===== src/rtl/cpu_clock_reset_seq.sv =====
// CPU clock/reset sequencer: divides the board clock into cpu_clk, walks the
// CPU through a fixed-length reset, then runs it in halt, free-run,
// single-step or burst mode and counts retired cycles.
module cpu_clock_reset_seq #(
    parameter int unsigned DIV_WIDTH = 16,
    parameter int unsigned RST_HOLD  = 2,
    parameter int unsigned DB_CYCLES = 4,
    parameter int unsigned CNT_WIDTH = 32
) (
    input  logic                 CLK,
    input  logic                 Reset,
    input  logic [1:0]           mode,
    input  logic [DIV_WIDTH-1:0] div,
    input  logic                 step_btn,
    input  logic [7:0]           burst_len,
    output logic                 cpu_clk,
    output logic                 cpu_rst,
    output logic                 cpu_clk_rise,
    output logic                 busy,
    output logic [CNT_WIDTH-1:0] cycle_count
);

    localparam int unsigned RH_W = (RST_HOLD < 2) ? 1 : $clog2(RST_HOLD + 1);
    localparam int unsigned DB_W = (DB_CYCLES < 2) ? 1 : $clog2(DB_CYCLES + 1);

    localparam logic [2:0] ST_RST_SEQ = 3'd0;
    localparam logic [2:0] ST_IDLE    = 3'd1;
    localparam logic [2:0] ST_RUN     = 3'd2;
    localparam logic [2:0] ST_STEP    = 3'd3;
    localparam logic [2:0] ST_BURST   = 3'd4;

    localparam logic [1:0] MODE_RUN   = 2'b01;
    localparam logic [1:0] MODE_STEP  = 2'b10;
    localparam logic [1:0] MODE_BURST = 2'b11;

    logic [2:0]           state_q, state_d;
    logic [1:0]           sync_q;
    logic                 db_level_q, db_level_d;
    logic [DB_W-1:0]      db_cnt_q, db_cnt_d;
    logic [DIV_WIDTH-1:0] div_cnt_q, div_cnt_d;
    logic [DIV_WIDTH-1:0] div_lat_q, div_lat_d;
    logic                 div_lat_vld_q, div_lat_vld_d;
    logic                 clk_q, clk_d;
    logic                 rst_q, rst_d;
    logic                 rise_q, rise_d;
    logic                 busy_q, busy_d;
    logic [CNT_WIDTH-1:0] count_q, count_d;
    logic [RH_W-1:0]      rises_q, rises_d;
    logic [7:0]           burst_rem_q, burst_rem_d;

    logic                 press_c;
    logic                 term_c;
    logic                 toggle_c;
    logic                 fall_c;
    logic [DIV_WIDTH-1:0] eff_div_c;

    // Two-flop synchronizer for the raw push-button
    always_ff @(posedge CLK or negedge Reset) begin
        if (!Reset) sync_q <= 2'b00;
        else        sync_q <= {sync_q[0], step_btn};
    end

    // Debouncer: level follows the input only after DB_CYCLES agreeing samples
    always_comb begin
        db_level_d = db_level_q;
        db_cnt_d   = '0;
        if (sync_q[1] != db_level_q) begin
            if (db_cnt_q == DB_W'(DB_CYCLES - 1)) db_level_d = sync_q[1];
            else                                  db_cnt_d   = db_cnt_q + DB_W'(1);
        end
    end

    assign press_c = db_level_d & ~db_level_q;

    // Until the first reload the live div is used, so the reset sequence honours it
    assign eff_div_c = div_lat_vld_q ? div_lat_q : div;
    assign term_c    = (div_cnt_q == eff_div_c);

    // Divider, cpu_clk generation and sequencing state machine (next-state)
    always_comb begin
        state_d       = state_q;
        clk_d         = clk_q;
        rst_d         = rst_q;
        rise_d        = 1'b0;
        busy_d        = 1'b0;
        count_d       = count_q;
        div_cnt_d     = div_cnt_q;
        div_lat_d     = div_lat_q;
        div_lat_vld_d = div_lat_vld_q;
        rises_d       = rises_q;
        burst_rem_d   = burst_rem_q;
        toggle_c      = 1'b0;
        fall_c        = 1'b0;

        if (state_q != ST_IDLE) begin
            if (term_c) begin
                div_cnt_d     = '0;
                div_lat_d     = div;
                div_lat_vld_d = 1'b1;
                toggle_c      = 1'b1;
            end else begin
                div_cnt_d = div_cnt_q + DIV_WIDTH'(1);
            end
        end

        if (toggle_c) begin
            clk_d  = ~clk_q;
            rise_d = ~clk_q;
            fall_c = clk_q;
            if (!clk_q && !rst_q) count_d = count_q + CNT_WIDTH'(1);
        end

        case (state_q)
            ST_RST_SEQ: begin
                if (toggle_c && !clk_q && (rises_q != RH_W'(RST_HOLD)))
                    rises_d = rises_q + RH_W'(1);
                if (fall_c && (rises_q == RH_W'(RST_HOLD))) begin
                    rst_d   = 1'b0;
                    state_d = ST_IDLE;
                end
            end
            ST_IDLE: begin
                clk_d         = 1'b0;
                div_cnt_d     = '0;
                div_lat_d     = div;
                div_lat_vld_d = 1'b1;
                if (mode == MODE_RUN) begin
                    state_d = ST_RUN;
                end else if (press_c && !busy_q) begin
                    if (mode == MODE_STEP) begin
                        state_d = ST_STEP;
                        busy_d  = 1'b1;
                    end else if ((mode == MODE_BURST) && (burst_len != 8'd0)) begin
                        state_d     = ST_BURST;
                        busy_d      = 1'b1;
                        burst_rem_d = burst_len;
                    end
                end
            end
            ST_RUN: begin
                if (fall_c && (mode != MODE_RUN)) state_d = ST_IDLE;
            end
            ST_STEP: begin
                // busy carries over into the first IDLE cycle (the trailing low cycle)
                busy_d = 1'b1;
                if (fall_c) state_d = ST_IDLE;
            end
            ST_BURST: begin
                busy_d = 1'b1;
                if (fall_c) begin
                    if (burst_rem_q == 8'd1) state_d     = ST_IDLE;
                    else                     burst_rem_d = burst_rem_q - 8'd1;
                end
            end
            default: begin
                state_d = ST_RST_SEQ;
                rst_d   = 1'b1;
                clk_d   = 1'b0;
            end
        endcase
    end

    // State register
    always_ff @(posedge CLK or negedge Reset) begin
        if (!Reset) state_q <= ST_RST_SEQ;
        else        state_q <= state_d;
    end

    // Datapath and output registers
    always_ff @(posedge CLK or negedge Reset) begin
        if (!Reset) begin
            db_level_q    <= 1'b0;
            db_cnt_q      <= '0;
            div_cnt_q     <= '0;
            div_lat_q     <= '0;
            div_lat_vld_q <= 1'b0;
            clk_q         <= 1'b0;
            rst_q         <= 1'b1;
            rise_q        <= 1'b0;
            busy_q        <= 1'b0;
            count_q       <= '0;
            rises_q       <= '0;
            burst_rem_q   <= '0;
        end else begin
            db_level_q    <= db_level_d;
            db_cnt_q      <= db_cnt_d;
            div_cnt_q     <= div_cnt_d;
            div_lat_q     <= div_lat_d;
            div_lat_vld_q <= div_lat_vld_d;
            clk_q         <= clk_d;
            rst_q         <= rst_d;
            rise_q        <= rise_d;
            busy_q        <= busy_d;
            count_q       <= count_d;
            rises_q       <= rises_d;
            burst_rem_q   <= burst_rem_d;
        end
    end

    assign cpu_clk      = clk_q;
    assign cpu_rst      = rst_q;
    assign cpu_clk_rise = rise_q;
    assign busy         = busy_q;
    assign cycle_count  = count_q;

endmodule


===== config.mk =====
export PLATFORM = sky130hd
export DESIGN_NAME = cpu_clock_reset_seq
export DESIGN_NICKNAME = d
export VERILOG_FILES = /design/src/rtl/cpu_clock_reset_seq.sv
export SDC_FILE = /design/constraint.sdc
export NUM_CORES = 1
export LEC_CHECK = 0
export ABC_AREA = 1
export BUFFER_PORTS_ARGS = -buffer_cell sky130_fd_sc_hd__buf_2
export CORE_MARGIN = 4
export CORE_UTILIZATION = 60
export CTS_CLUSTER_DIAMETER = 60
export DETAILED_ROUTE_END_ITERATION = 8
export PLACE_DENSITY = 0.94
export SLEW_MARGIN = 20
export SYNTH_ARGS = -nofsm -noshare
export SYNTH_HDL_FRONTEND = slang
export SYNTH_SLANG_ARGS = --single-unit

===== constraint.sdc =====
create_clock -name CLK -period 5.87 [get_ports CLK]
set_input_delay 0.2935 -clock CLK [delete_from_list [all_inputs] [get_ports CLK]]
set_output_delay 0.2935 -clock CLK [all_outputs]
set_load 0.02 [all_outputs]

==> run summary, run 1 <==
outcome: complete, no violations
largest family of logic cells by synthesized area: simple AND/OR/NAND/NOR gates
GRT Overall Usage: 25.9%
clock buffer depth: 2
highest metal used: met4
commonest cells in the netlist: nand2_1 (255), dfrtp_1 (87), inv_1 (82)
peak supply drop: 0.115 mV
Adder-Cell Fraction of Synth Area: 2.42%
setup TNS: 0 ns
share of cells above drive strength 1: 11.3%
# DRC: 0
ys flop type: dfrtp_1
Pwr Density: 193 nW/µm²
Core Footprint: 8300 µm²
share of synthesized registers carrying an async set or reset: 100%
Pins Over Slew Limit: 0
met2 wire len: 6150 µm
dominant cell type by area after synthesis: dfrtp_1
mux cell area share after synthesis: 0.194%
# diodes: 0
cts hold-fix bufs: 1
via count: 5020
RSZ-0062 raised after global routing: false
Yosys cell types: 29
Max-Cap Viols: 0
Compound-Gate Fraction of Synth Area: 6.33%
mean post-synth cell area: 7.10 µm²
clock root buffer: clkbuf_8
die width: 101 µm
final core occ: 69.8%
Resized Gates After CTS: 0
Area Growth Syn to Fin: 12.2%
Fin. Hold Viols: 0
worst-path maximum fanout: 23
sw frac: 23.4%
post-synth top area share: 42.2%
Synth Area in Simple Gates: 34.7%
Final Critical Period: 3.22 ns
clk_lat worst skew: 0.36 ns
grt total ovfl: 0
Psw: 261 µW
Antenna Nets Post-Route: 0
top post-synthesis cells by area: dfrtp_1 (42%), nand2_1 (19%), inv_1 (6.0%)
Setup CP Type: flop to flop
Post-synth EDFFs: 0
Starting Density: 62.2%
worst min path class: input pin to flop
XOR/XNOR Fraction of Synth Area: 6.28%
Clk pwr share: 39.3%
Reg power frac: 55.7%
CP required: 6.11 ns
global placement routability congestion: 0.905
I/O Pins: 65
CP Capture Type: flop
first-pass GRT wire length: 21400 µm
chip height: 101 µm
WL/cell: 13.9 µm
f_max: 310 MHz
met3 wire length: 842 µm
Starting DRT DRC Count: 298
floorplan row count: 33
Internal Pwr Total: 855 µW
CP Launch Type: flop
Lkg Pwr: 0.00295 µW
Post CTS Setup Buffer Count: 0
vias in the first global route: 4849
Tcrit/Tclk final: 54.9%
initial antenna violation count: 0
final WL: 12600 µm
clock transition at the registers of the reported paths: 0.08 ns
YS warnings: 0
port bufs: 64
largest net degree at the start of global routing: 68
Syn Std Cell Area: 5160 µm²
Comb pwr share: 5.0%
post-synthesis sequential area ratio: 42.7%
Num CTS Buffers: 9
Slew HR: 36.0%
Clock Sinks: 88
final setup fails: 0
Seq cells post-synth: 88
R2R setup slack: 2.65 ns
Syn Nets: 766
Layout Skew: 0.00905 ns
crit path DAT: 3.47 ns
post-DR vias/cell: 5.57
wl on met1: 5180 µm
fillcell total: 654
H-Tree Depth: 3
cell count after synthesis: 727
Worst-Margin Slew: 0.957 ns
First-pass DRT Iterations: 5
hpwl dp: 9120 µm
CTS tree: built
most common cell in the netlist: nand2_1
NumNets Final: 831
die area: 10200 µm²
==> metrics by stage <==
step	hold WS [ns]	power, µW	instances	worst slack, ns	area, µm²
finish	0.0354	1120	902	2.65	5790
detailed placement	0.208	690	884	2.55	5570
global placement	0.197	686	884	2.66	5570
floorplan	-0.00209	659	727	3.84	5160
global route	0.0234	1160	902	2.34	5790
CTS	0.0218	1120	901	2.52	5780
==> logic make-up after synthesis <==
group                      count (synthesis)
DFF                                       88
adders and majority gates                 10
xor gates and xnor gates                  37
muxes                                      1
and+or+nand+nor                          430
buffers and inverters                     98
AOI/OAI and AO/OA                         63
==> cells in the final DEF (no fill, tap or decap), types with 2 or more instances in the layout <==
cell and n:
a21oi_1 19, buf_2 63, buf_4 3, clkbuf_8 11, clkinv_2 2, clkinvlp_4 2, dfrtp_1 87, ha_1 10
inv_1 82, nand2_1 255, nand3_1 49, nand3b_1 2, nand4_1 18, nor2_1 75, nor2_2 2, nor3_1 19
nor4_1 8, o21ai_0 36, o21ai_1 4, xnor2_1 13, xor2_1 24
==> final timing paths <==
| kind | startpoint | end | depth (start not counted) |
|---|---|---|---|
| max | div_lat_vld_q | cycle_count[16] | 13 |
| min | step_btn | sync_q[0] | 1 |
| max reg2reg | div_lat_vld_q | cycle_count[16] | 13 |
| min reg2reg | sync_q[0] | sync_q[1] | 0 |
| max in group asynchronous | Reset | burst_rem_q[7] | 3 |
| min in group asynchronous | Reset | div_lat_q[3] | 2 |
==> state kept, by name, indices dropped and copies added, names as in the netlist <==
signal / count
burst_rem_q: 8
busy: 1
cpu_clk: 1
cpu_clk_rise: 1
cpu_rst: 1
cycle_count: 32
db_cnt_q: 3
db_level_q: 1
div_cnt_q: 16
div_lat_q: 16
div_lat_vld_q: 1
rises_q: 2
state_q: 3
sync_q: 2
==> critical path: stages, from the launching register on <==
cell and delay (ns):
dfrtp_1 0.79, inv_2 0.33, nand2_1 0.19, nand3_1 0.10
nand2_1 0.09, nand2_1 0.05, nor2_1 0.12, nand2_1 0.09
nor2_2 0.17, nand2_1 0.15, nor3_4 0.53, buf_6 0.26
nand2_1 0.08, xor2_1 0.15
==> per-layer routing <==
metal  global-route usage [%]  up-vias
met1                     32.6     2337
met4                     11.3        0
li1                         -     2437
met2                     44.4      206
met5                        0        -
met3                     3.81       40
==> power groups by stage <==
| stage | Combinational, µW | Sequential [µW] | Clock [µW] |
|---|---|---|---|
| after CTS | 57.3 | 621 | 444 |
| after floorplan | 26.2 | 632 | 0 |
| after global placement | 53.3 | 633 | 0 |
| after global routing | 67.1 | 623 | 470 |
| after detailed placement | 56.5 | 634 | 0 |
| final | 55.9 | 621 | 438 |
==> layout make-up <==
class	instances	area (µm²)	share of cell area [%]
repair buffers	68	359	6.20
flip-flops and latches	88	2200	38.0
inverters	84	315	5.44
clock inverters	5	55.1	0.950
multi-input cells	541	2580	44.5
well taps	105	131	2.27
clock buffers	11	151	2.61
Note: power is estimated with default switching activity, not from simulation.
==> run 2: changes to the inputs <==
--- a/config.mk
+++ b/config.mk
@@ -5,13 +5,13 @@
 export SDC_FILE = /design/constraint.sdc
 export NUM_CORES = 1
 export LEC_CHECK = 0
-export ABC_AREA = 1
+export ABC_AREA = 0
 export BUFFER_PORTS_ARGS = -buffer_cell sky130_fd_sc_hd__buf_2
 export CORE_MARGIN = 4
-export CORE_UTILIZATION = 60
+export CORE_UTILIZATION = 52
 export CTS_CLUSTER_DIAMETER = 60
 export DETAILED_ROUTE_END_ITERATION = 8
-export PLACE_DENSITY = 0.94
+export PLACE_DENSITY = 0.88
 export SLEW_MARGIN = 20
 export SYNTH_ARGS = -nofsm -noshare
 export SYNTH_HDL_FRONTEND = slang
==> constraint.sdc (replaced) <==
create_clock -name CLK -period 2.9 [get_ports CLK]
set_input_delay 0.145 -clock CLK [delete_from_list [all_inputs] [get_ports CLK]]
set_output_delay 0.145 -clock CLK [all_outputs]
set_load 0.02 [all_outputs]
==> run summary, run 2 <==
outcome: complete, no violations
ys flop type: dfrtp_1
peak supply drop: 0.210 mV
chip height: 103 µm
worst min path class: input pin to flop
share of synthesized registers carrying an async set or reset: 100%
post-synth top area share: 46.0%
slowest stage delay, CP: 0.59 ns
end of the worst register-to-register path: state_q[0]
port bufs: 64
die width: 103 µm
clock buffer depth: 2
CP Capture Type: flop
Starting DRT DRC Count: 318
GRT Overall Usage: 19.3%
worst hold start: div[6]
CP required: 3.15 ns
WL/cell: 15.7 µm
final WL: 10000 µm
R2R cell count: 6
post-DR vias/cell: 5.77
clk_lat worst skew: 0.35 ns
Final Critical Period: 2.61 ns
# diodes: 0
f_max: 383 MHz
dominant cell type by area after synthesis: dfrtp_1
YS warnings: 0
Yosys cell types: 52
Internal Pwr Total: 1690 µW
Worst-Margin Slew: 0.799 ns
most frequent cells in the layout: dfrtp_1 (87), buf_2 (63), nor2_1 (39)
clock root buffer: clkbuf_8
Setup CP Type: flop to flop
fin area: 5370 µm²
First-pass DRT Iterations: 5
Syn Std Cell Area: 4730 µm²
CTS tree: built
commonest non-fill, non-tap cell in the layout: dfrtp_1
# DRC: 0
Max-Cap Viols: 0
CP Launch Type: flop
initial antenna violation count: 0
Fin. Hold Viols: 0
Starting Density: 53.8%
Core Footprint: 8810 µm²
Num CTS Buffers: 9
RR Startpoint: burst_rem_q[4]
hpwl dp: 7030 µm
Pins Over Slew Limit: 0
NumNets Final: 565
Comb pwr share: 8.5%
Psw: 620 µW
Lkg Pwr: 0.00255 µW
mean post-synth cell area: 10.2 µm²
H-Tree Depth: 3
sw frac: 26.8%
critical-path cell list: or4_1, o41ai_1, o221ai_1, or3b_2, o21a_1, o31ai_2
Syn Nets: 502
floorplan row count: 34
first-pass GRT wire length: 16600 µm
via count: 3686
Post-synth EDFFs: 0
setup TNS: 0 ns
Antenna Nets Post-Route: 0
share of cells above drive strength 1: 22.2%
Reg power frac: 57.2%
crit path buf inv count: 0
crit path DAT: 2.87 ns
Layout Skew: 0.0137 ns
R2R setup slack: 0.29 ns
final setup fails: 0
RSZ-0062 raised after global routing: false
vias in the first global route: 3610
largest net degree at the start of global routing: 89
grt total ovfl: 0
cell count after synthesis: 463
Tcrit/Tclk final: 90.1%
worst-path maximum fanout: 5
Levels on crit path: 6
WHS Path Cells: 2
Seq cells post-synth: 88
commonest cells in the netlist: dfrtp_1 (87), nor2_1 (39), xnor2_1 (33)
post-synthesis sequential area ratio: 46.6%
Clk pwr share: 34.3%
Slew HR: 46.7%
Placed Area: 5160 µm²
Area Growth Syn to Fin: 13.4%
global placement routability congestion: 0.901
CP delay by family, top: simple AND/OR/NAND/NOR gates
I/O Pins: 65
top post-synthesis cells by area: dfrtp_1 (46%), xnor2_1 (6.1%), xor2_1 (5.7%)
clock transition at the registers of the reported paths: 0.10 ns
Clock Sinks: 88
Pwr Density: 430 nW/µm²
Worst Hold Endpoint: div_lat_q[6]
most common cell in the netlist: dfrtp_1
CP max-delay cell: or4_1
max reg flops: 32
Post CTS Setup Buffer Count: 0
die area: 10700 µm²
==> run 2: cell families after synthesis <==
kind of cell,synth area share (%)
AOI/OAI and AO/OA,5.66
adders and majority gates,2.64
xor gates and xnor gates,11.8
buffers and inverters,4.49
and+or+nand+nor,20.5
DFF,46.6
muxes,8.30
==> run 2: power groups by stage <==
stage	registers [µW]	clock network (µW)	logic, µW
2_1_floorplan	1330	0	122
3_3_place_gp	1340	0	187
3_5_place_dp	1350	0	196
4_1_cts	1320	813	198
5_1_grt	1330	874	222
6_report	1320	793	195
==> run 2: worst register-to-register path: stages, from the launching register on <==
cell,delay [ns]
dfrtp_1,0.42
or4_1,0.59
o41ai_1,0.35
o221ai_1,0.27
or3b_2,0.54
o21a_1,0.15
o31ai_2,0.21
==> run 2: worst max-delay path by stage <==
stage / from / endpoint
floorplan: burst_rem_q[2] / burst_rem_q[0]
global placement: div_lat_vld_q / div_lat_q[5]
detailed placement: div_lat_vld_q / div_lat_q[11]
CTS: div_lat_vld_q / div_lat_q[11]
global route: div_lat_vld_q / div_lat_q[1]
finish: burst_rem_q[4] / state_q[0]
==> run 2: repair_timing <==
item	4_1_cts	5_1_grt
endpoints found under the hold margin	1	87
hold buffers	1	1
resized for setup	0	0
==> run 2: area by class of cell <==
class	count	area (µm²)
clock buffers	10	128
clock inverters	6	51.3
fillers	712	3440
inverters	23	86.3
multi-input cells	328	2320
flip-flops and latches	88	2200
well taps	108	135
repair buffers	76	447
==> run 2: per-stage QoR <==
stage	hold slack (ns)	std cells	util [%]	total power, µW	setup slack [ns]
after floorplan	-0.151	463	-	1460	0.553
after global placement	0.255	621	58.7	1530	0.421
after detailed placement	0.255	621	58.7	1540	0.331
after CTS	0.0179	638	60.8	2330	0.292
after global routing	0.0184	639	61.0	2430	0.109
final	0.0366	639	61.0	2310	0.287
==> run 2: metal layers <==
layer / wire, µm / vias to the layer above / track usage (%) / share of wire, %
met5: 0 / - / 0 / 0
met4: 163 / 0 / 6.97 / 1.6
met3: 467 / 15 / 3.09 / 4.7
met2: 5080 / 124 / 33.0 / 51
met1: 4300 / 1808 / 24.8 / 43
li1: - / 1739 / - / -
==> run 3: changes to the inputs <==
--- a/config.mk
+++ b/config.mk
@@ -8,10 +8,12 @@
 export ABC_AREA = 0
 export BUFFER_PORTS_ARGS = -buffer_cell sky130_fd_sc_hd__buf_2
 export CORE_MARGIN = 4
-export CORE_UTILIZATION = 52
+export CORE_UTILIZATION = 45
 export CTS_CLUSTER_DIAMETER = 60
 export DETAILED_ROUTE_END_ITERATION = 8
-export PLACE_DENSITY = 0.88
+export PLACE_DENSITY = 0.79
+export RECOVER_POWER = 25
+export REMOVE_ABC_BUFFERS = 1
 export SLEW_MARGIN = 20
 export SYNTH_ARGS = -nofsm -noshare
 export SYNTH_HDL_FRONTEND = slang
==> run summary, run 3 (synthesis results as in run 2) <==
outcome: complete, but fails checks
violated checks: max-capacitance violations, max-slew violations
Pins Over Slew Limit: 89
Slew HR: -42.7%
Starting Density: 46.1%
Worst-Margin Slew: 2.14 ns
CP required: 3.14 ns
Area Growth Syn to Fin: 14.6%
clock buffer depth: 2
Tcrit/Tclk final: 91.8%
Setup CP Type: flop to flop
via count: 3628
Final Critical Period: 2.66 ns
die width: 111 µm
highest metal used: met4
R2R cell count: 8
Starting DRT DRC Count: 229
most frequent cells in the layout: dfrtp_1 (87), buf_2 (58), nor2_1 (39)
worst hold slack: 0.0349 ns
wl on met1: 4540 µm
CP Launch Type: flop
Layout Cells excl Fill: 671
clock root buffer: clkbuf_8
clock transition at the registers of the reported paths: 0.10 ns
Antenna Nets Post-Route: 0
crit path DAT: 2.90 ns
die area: 12200 µm²
clk_lat worst skew: 0.35 ns
RR Startpoint: div_lat_vld_q
Clock Sinks: 88
final core occ: 52.8%
CTS tree: built
Post CTS Setup Buffer Count: 0
met2 wire len: 4960 µm
f_max: 376 MHz
post-DR vias/cell: 5.41
RSZ-0062 raised after global routing: false
chip height: 111 µm
floorplan row count: 37
share of cells above drive strength 1: 22.1%
vias in the first global route: 3671
peak supply drop: 0.206 mV
Layout Skew: 0.0152 ns
grt total ovfl: 0
GRT Overall Usage: 16.9%
final setup fails: 0
Max-Cap Viols: 1
WHS Path Cells: 2
hpwl dp: 7100 µm
# DRC: 0
global placement routability congestion: 0.843
I/O Pins: 65
# diodes: 0
Lkg Pwr: 0.00256 µW
worst hold start: div[1]
largest net degree at the start of global routing: 89
initial antenna violation count: 0
worst min path class: input pin to flop
port bufs: 64
end of the worst register-to-register path: div_lat_q[14]
Worst Hold Endpoint: div_lat_q[1]
final WL: 10000 µm
fillcell total: 936
Core Footprint: 10300 µm²
CP Capture Type: flop
H-Tree Depth: 3
worst-path maximum fanout: 18
met3 wire length: 345 µm
Num CTS Buffers: 9
commonest non-fill, non-tap cell in the layout: dfrtp_1
max reg flops: 32
R2R setup slack: 0.24 ns
first-pass GRT wire length: 17600 µm
Fin. Hold Viols: 0
Pwr Density: 424 nW/µm²
NumNets Final: 569
First-pass DRT Iterations: 5
placed cell count: 653
WL/cell: 14.9 µm
[run 3: changes by cell type in the layout (fill, tap and decap cells not counted), sizes merged]
cell,previous run,this run
buf,74,72
clkbuf,10,16
clkinv,2,3
inv,26,25
[run 3: repair_timing]
action / CTS / global route
endpoints found under the hold margin: 1 / 87
gates resized for setup: 0 / 1
setup endpoints to repair: 0 / 7
hold buffers: 1 / 1
[run 3: final cells by class]
cell class | instances | area, µm² | share of cell area (%)
timing repair buffer | 80 | 464 | 8.56
inverter | 23 | 86.3 | 1.59
clock buffer | 10 | 128 | 2.35
sequential | 88 | 2200 | 40.6
tap | 136 | 170 | 3.14
clock inverter | 6 | 51.3 | 0.946
multi-input combinational | 328 | 2320 | 42.8
[run 3: worst max-delay path: stages, from the launching register on]
cell and delay (ns):
dfrtp_1 0.41, buf_12 0.16, mux2i_1 0.28, xnor2_1 0.10, nor4_1 0.37, nand4_2 0.41, nand2b_1 0.19, buf_4 0.26
mux2_2 0.36
[run 3: worst max path at each step]
stage                         startpoint        endpoint  slack, ns  cells past startpoint
after floorplan            div_lat_vld_q    div_lat_q[0]      -0.93                      6
after global placement    burst_rem_q[4]  burst_rem_q[7]       0.21                      7
after detailed placement  burst_rem_q[4]  burst_rem_q[7]       0.11                      7
after CTS                 burst_rem_q[4]  burst_rem_q[7]       0.08                      7
after global routing       div_lat_vld_q  cycle_count[4]       0.01                      8
final                      div_lat_vld_q   div_lat_q[14]       0.24                      8
[run 3: where the power goes]
part,switching [µW],total [µW],internal [µW],leakage (µW)
Clock,465,788,323,0.0000875
Sequential,50.4,1320,1270,0.00114
Combinational,95.9,190,94.5,0.00133
[run 3: per-layer routing]
layer,GRT usage [%],up-vias
li1,-,1750
met5,0,-
met1,23.0,1785
met3,2.68,13
met2,27.5,80
met4,5.99,0
[run 3: metrics by stage]
stage / TNS [ns] / power, µW / worst slack, ns / instance area [µm²]
3_3_place_gp: 0 / 1530 / 0.206 / 5230
2_1_floorplan: -29.96 / 1460 / -0.934 / 4610
3_5_place_dp: 0 / 1540 / 0.112 / 5230
6_report: 0 / 2300 / 0.239 / 5420
4_1_cts: 0 / 2320 / 0.0812 / 5420
5_1_grt: 0 / 2410 / 0.0132 / 5420
